$ cat config.mk
export PLATFORM = sky130hd
export DESIGN_NAME = serial_subtractor
export DESIGN_NICKNAME = d
export VERILOG_FILES = /design/src/rtl/serial_arith_pkg.sv /design/src/rtl/full_subtractor.sv /design/src/rtl/serial_subtractor.sv
export SDC_FILE = /design/constraint.sdc
export NUM_CORES = 1
export LEC_CHECK = 0
export ABC_AREA = 1
export CAP_MARGIN = 15
export CORE_MARGIN = 8
export CORE_UTILIZATION = 40
export CTS_CLUSTER_SIZE = 25
export DETAILED_ROUTE_END_ITERATION = 6
export MAX_ROUTING_LAYER = met4
export PLACE_DENSITY = 0.68
export SKIP_LAST_GASP = 1
export SLEW_MARGIN = 20
export SYNTH_ARGS = -nofsm -noshare
export SYNTH_HDL_FRONTEND = slang
export SYNTH_SLANG_ARGS = --single-unit
$ cat constraint.sdc
create_clock -name i_clk -period 1 [get_ports i_clk]
set_input_delay 0.1 -clock i_clk [delete_from_list [all_inputs] [get_ports i_clk]]
set_output_delay 0.1 -clock i_clk [all_outputs]
set_load 0.02 [all_outputs]
$ cat src/rtl/serial_arith_pkg.sv
`timescale 1ns/1ps
`default_nettype none
// ============================================================================
// Module   : serial_arith_pkg
// Brief    : Shared state encoding and helpers for the bit-serial arithmetic blocks.
// Revision : 1.0 - initial release
// ============================================================================
package serial_arith_pkg;

    typedef logic [1:0] state_t;

    localparam state_t IDLE = 2'd0;
    localparam state_t RUN  = 2'd1;
    localparam state_t DONE = 2'd2;

    // Never returns less than 1 so a counter declared with it always has a bit.
    function automatic int clog2(input int value);
        int r;
        int v;
        r = 0;
        v = value - 1;
        while (v > 0) begin
            r = r + 1;
            v = v >> 1;
        end
        if (r == 0) begin
            r = 1;
        end
        return r;
    endfunction

endpackage
`default_nettype wire

$ cat src/rtl/full_subtractor.sv
`timescale 1ns/1ps
`default_nettype none
// ============================================================================
// Module   : half_subtractor / full_subtractor
// Brief    : Combinational subtractor cells; full cell = two half cells plus OR.
// Revision : 1.0 - initial release
// ============================================================================
module half_subtractor (
    input  logic i_bit1,
    input  logic i_bit2,
    output logic o_diff,
    output logic o_borrow
);
    assign o_diff   = i_bit1 ^ i_bit2;
    assign o_borrow = ~i_bit1 & i_bit2;
endmodule

module full_subtractor (
    input  logic i_bit1,
    input  logic i_bit2,
    input  logic i_bin,
    output logic o_diff,
    output logic o_borrow
);
    logic w_d1;
    logic w_b1;
    logic w_b2;

    half_subtractor u_hs_ab (
        .i_bit1   (i_bit1),
        .i_bit2   (i_bit2),
        .o_diff   (w_d1),
        .o_borrow (w_b1)
    );

    // Second stage borrows only when a==b and a borrow is pending.
    half_subtractor u_hs_bin (
        .i_bit1   (w_d1),
        .i_bit2   (i_bin),
        .o_diff   (o_diff),
        .o_borrow (w_b2)
    );

    assign o_borrow = w_b1 | w_b2;
endmodule
`default_nettype wire

$ cat src/rtl/serial_subtractor.sv
`timescale 1ns/1ps
`default_nettype none
// ============================================================================
// Module   : serial_subtractor
// Brief    : Bit-serial unsigned a - b - bin, LSB first, valid/ready on both sides.
// Revision : 1.0 - initial release
// ============================================================================
module serial_subtractor
    import serial_arith_pkg::*;
#(
    parameter int WIDTH = 8
) (
    input  logic             i_clk,
    input  logic             i_rst,
    input  logic             i_valid,
    output logic             o_ready,
    input  logic [WIDTH-1:0] i_a,
    input  logic [WIDTH-1:0] i_b,
    input  logic             i_bin,
    output logic             o_valid,
    input  logic             i_ready,
    output logic [WIDTH-1:0] o_diff,
    output logic             o_borrow
);
    localparam int                CNT_W  = clog2(WIDTH);
    localparam logic [CNT_W-1:0] C_LAST = CNT_W'(WIDTH - 1);
    localparam logic [CNT_W-1:0] C_ONE  = CNT_W'(1);

    state_t           r_state_q,  w_state_d;
    logic [WIDTH-1:0] r_a_q,      w_a_d;
    logic [WIDTH-1:0] r_b_q,      w_b_d;
    logic [WIDTH-1:0] r_diff_q,   w_diff_d;
    logic             r_borrow_q, w_borrow_d;
    logic [CNT_W-1:0] r_cnt_q,    w_cnt_d;

    logic w_cell_diff;
    logic w_cell_borrow;

    full_subtractor u_cell (
        .i_bit1   (r_a_q[0]),
        .i_bit2   (r_b_q[0]),
        .i_bin    (r_borrow_q),
        .o_diff   (w_cell_diff),
        .o_borrow (w_cell_borrow)
    );

    always_comb begin
        w_state_d  = r_state_q;
        w_a_d      = r_a_q;
        w_b_d      = r_b_q;
        w_diff_d   = r_diff_q;
        w_borrow_d = r_borrow_q;
        w_cnt_d    = r_cnt_q;
        case (r_state_q)
            IDLE: begin
                if (i_valid) begin
                    w_a_d      = i_a;
                    w_b_d      = i_b;
                    w_borrow_d = i_bin;
                    w_cnt_d    = '0;
                    w_state_d  = RUN;
                end
            end
            RUN: begin
                w_a_d      = r_a_q >> 1;
                w_b_d      = r_b_q >> 1;
                w_diff_d   = {w_cell_diff, r_diff_q[WIDTH-1:1]};
                w_borrow_d = w_cell_borrow;
                w_cnt_d    = r_cnt_q + C_ONE;
                if (r_cnt_q == C_LAST) begin
                    w_state_d = DONE;
                end
            end
            DONE: begin
                if (i_ready) begin
                    w_state_d = IDLE;
                end
            end
            default: begin
                w_state_d = IDLE;
            end
        endcase
    end

    always_ff @(posedge i_clk or posedge i_rst) begin
        if (i_rst) begin
            r_state_q  <= IDLE;
            r_a_q      <= '0;
            r_b_q      <= '0;
            r_diff_q   <= '0;
            r_borrow_q <= 1'b0;
            r_cnt_q    <= '0;
        end else begin
            r_state_q  <= w_state_d;
            r_a_q      <= w_a_d;
            r_b_q      <= w_b_d;
            r_diff_q   <= w_diff_d;
            r_borrow_q <= w_borrow_d;
            r_cnt_q    <= w_cnt_d;
        end
    end

    assign o_ready  = (r_state_q == IDLE);
    assign o_valid  = (r_state_q == DONE);
    assign o_diff   = r_diff_q;
    assign o_borrow = r_borrow_q;

endmodule
`default_nettype wire

==> qor.yml <==
final_area_um2: 2280
fin_ws_ns: -0.211
cts_hold_buf: 0
antenna_cells: 0
drc: 0
cp-start-kind: "flip-flop"
vias_per_cell: 4.47
via_count: 1368
relSlewSlack_pct: 88.2
ant_nets: 0
dpl_cell_area_um2: 2030
yosysWarnings: 0
drive_gt1_share_pct: 27.9
clockBufferDepth: 2
cts_tree: "yes"
worstPathRequired_ns: 1.17
finalSetupTns_ns: -4.84
dieHeight_um: 76.9
max_cap_violations: 0
yosysUniqueCellTypes: 18
power.total_mw: 6.70
r2r_slack_ns: -0.21
place_congestion: 0.803
drt_iter0_markers: 70
period_needed_ns: 1.21
area_growth_pct: 53.4
drv_slew: 0
tightest_slew_ns: 0.177
nNetsFinal: 281
worst_ep_arrival_time_ns: 1.38
numPortBuffers: 31
setup_viol: 32
synthesis.area_um2: 1490
cts.reportedPaths.clkPinSlew_ns: 0.06
routed_wirelength_mm: 3.65
skew_ns: 0.00391
worstReg2RegEnd: "r_a_q[0]"
hold_path.class: "in2async"
hold_ws_ns: 0.161
grt_overflow: 0
cts-root-buf: "clkbuf_8"
avgRoutedWirePerCell_um: 11.9
drt_first_pass_iters: 4
hold_viol: 0
rows: 22
cts_max_level: 2
clk_latency_ns: 0.28
endpoint_kind: "flip-flop"
rsz0062_at_grt: "yes"
syn_nets: 219
grt_max_degree: 31
reg2regPathDepth: 7
numCtsBuffers: 5
postSynthAreaPerCell_um2: 7.62
violations: "setup timing"
fin_crit_sh_pct: 121
ys_seq_elements: 30
antenna_found_initial: 0
cts_sinks: 30
max-vdd-ir-drop_mv: 1.23
power.leakage_nw: 1.25
track_usage_pct: 13.2
critPathKind: "reg2reg"
r2r-start: "r_state_q[1]"
power-per-cell-area_nw_per_um2: 2940
path_max_fanout: 6
die_area_um2: 5920
seq_area_frac_synth_pct: 50.5
die_w_um: 76.9
initial_core_util_pct: 41.2
status: "finished with violations"
dpl.hpwl_mm: 2.46
syn_inst: 195
first_global_vias: 1393
grt_first_pass_wirelength_mm: 6.04
io_pins: 32
coreArea_um2: 3610
utilization_pct: 63.2
max_freq_mhz: 826
final cells by class:
class,instances,area [um^2]
fill,320,1330
sequential,30,753
multi-input combinational,123,652
timing repair buffer,62,594
inverter,35,139
clock buffer,8,80.1
tap,48,60.1
layer usage:
layer / up-vias / part of all wire [%] / track usage [%]
met2: 26 / 50 / 21.8
met4: 0 / 1.9 / 6.35
met1: 639 / 43 / 13.7
li1: 698 / - / -
met5: - / 0 / -
met3: 5 / 4.5 / 4.66
sequential cells by signal (all words and copies together) (netlist names):
register   cells
o_diff         8
r_a_q          8
r_b_q          8
r_cnt_q        3
r_state_q      2
o_borrow       1
power breakdown:
part	internal [mW]	leakage (nW)	switching [mW]
Combinational	1.75	0.841	1.94
Clock	0.493	0.0395	0.439
Sequential	1.78	0.370	0.304
Total	4.02	1.25	2.68
what timing repair did:
action / 4_1_cts / 5_1_grt
pin swaps: 3 / 6
gates cloned: 0 / 1
gates resized for setup: 71 / 9
setup endpoints to repair: 41 / 32
buffers inserted: 8 / 0
synth_stat cells (all sizes together):
cell type | count | share of area [%]
nand2 | 93 | 25
inv | 35 | 9.0
dfrtp | 30 | 51
nand3 | 18 | 6.1
buf | 7 | 3.5
nor2 | 4 | 1.0
a21oi | 2 | 0.93
ha | 2 | 1.7
o21ai | 2 | 0.67
fa | 1 | 1.3
o31ai | 1 | 0.51
cells in the final DEF, fill, tap and decap left out, types with 5 or more instances in the layout:
cell and n:
nand3_2 6, dfrtp_1 28, clkdlybuf4s50_1 20, clkbuf_8 5
nand2_1 89, nand3_1 12, inv_1 31, buf_6 7
buf_2 9, buf_4 20
worst max-delay path, stage by stage, from the launching register on:
cell	delay (ns)
dfrtp_1	0.43
inv_2	0.07
buf_6	0.14
nand2_4	0.09
nand2_8	0.09
clkbuf_16	0.16
nand3_1	0.06
nand2_1	0.06
per-stage QoR:
| stage | std cells | setup WS (ns) |
|---|---|---|
| 2_1_floorplan | 195 | -0.109 |
| 3_3_place_gp | 289 | -0.260 |
| 3_5_place_dp | 289 | -0.291 |
| 4_1_cts | 305 | -0.198 |
| 5_1_grt | 306 | -0.265 |
| 6_report | 306 | -0.211 |
cells by family after synthesis:
| kind of cell | count (synthesis) | synth area share, % |
|---|---|---|
| AOI/OAI and AO/OA | 5 | 2.11 |
| adders and majority gates | 3 | 3.03 |
| buffers and inverters | 42 | 12.6 |
| DFF | 30 | 50.5 |
| and+or+nand+nor | 115 | 31.8 |
how the worst max path moves through the flow:
stage,start,end,slack [ns]
after floorplan,o_borrow,o_diff[7],-0.11
after global placement,r_state_q[0],o_valid,-0.26
after detailed placement,r_state_q[1],o_valid,-0.29
after CTS,r_state_q[1],r_b_q[1],-0.20
after global routing,r_state_q[1],r_a_q[0],-0.27
final,r_state_q[1],r_a_q[0],-0.21
Power figures use the tool's default switching activity.
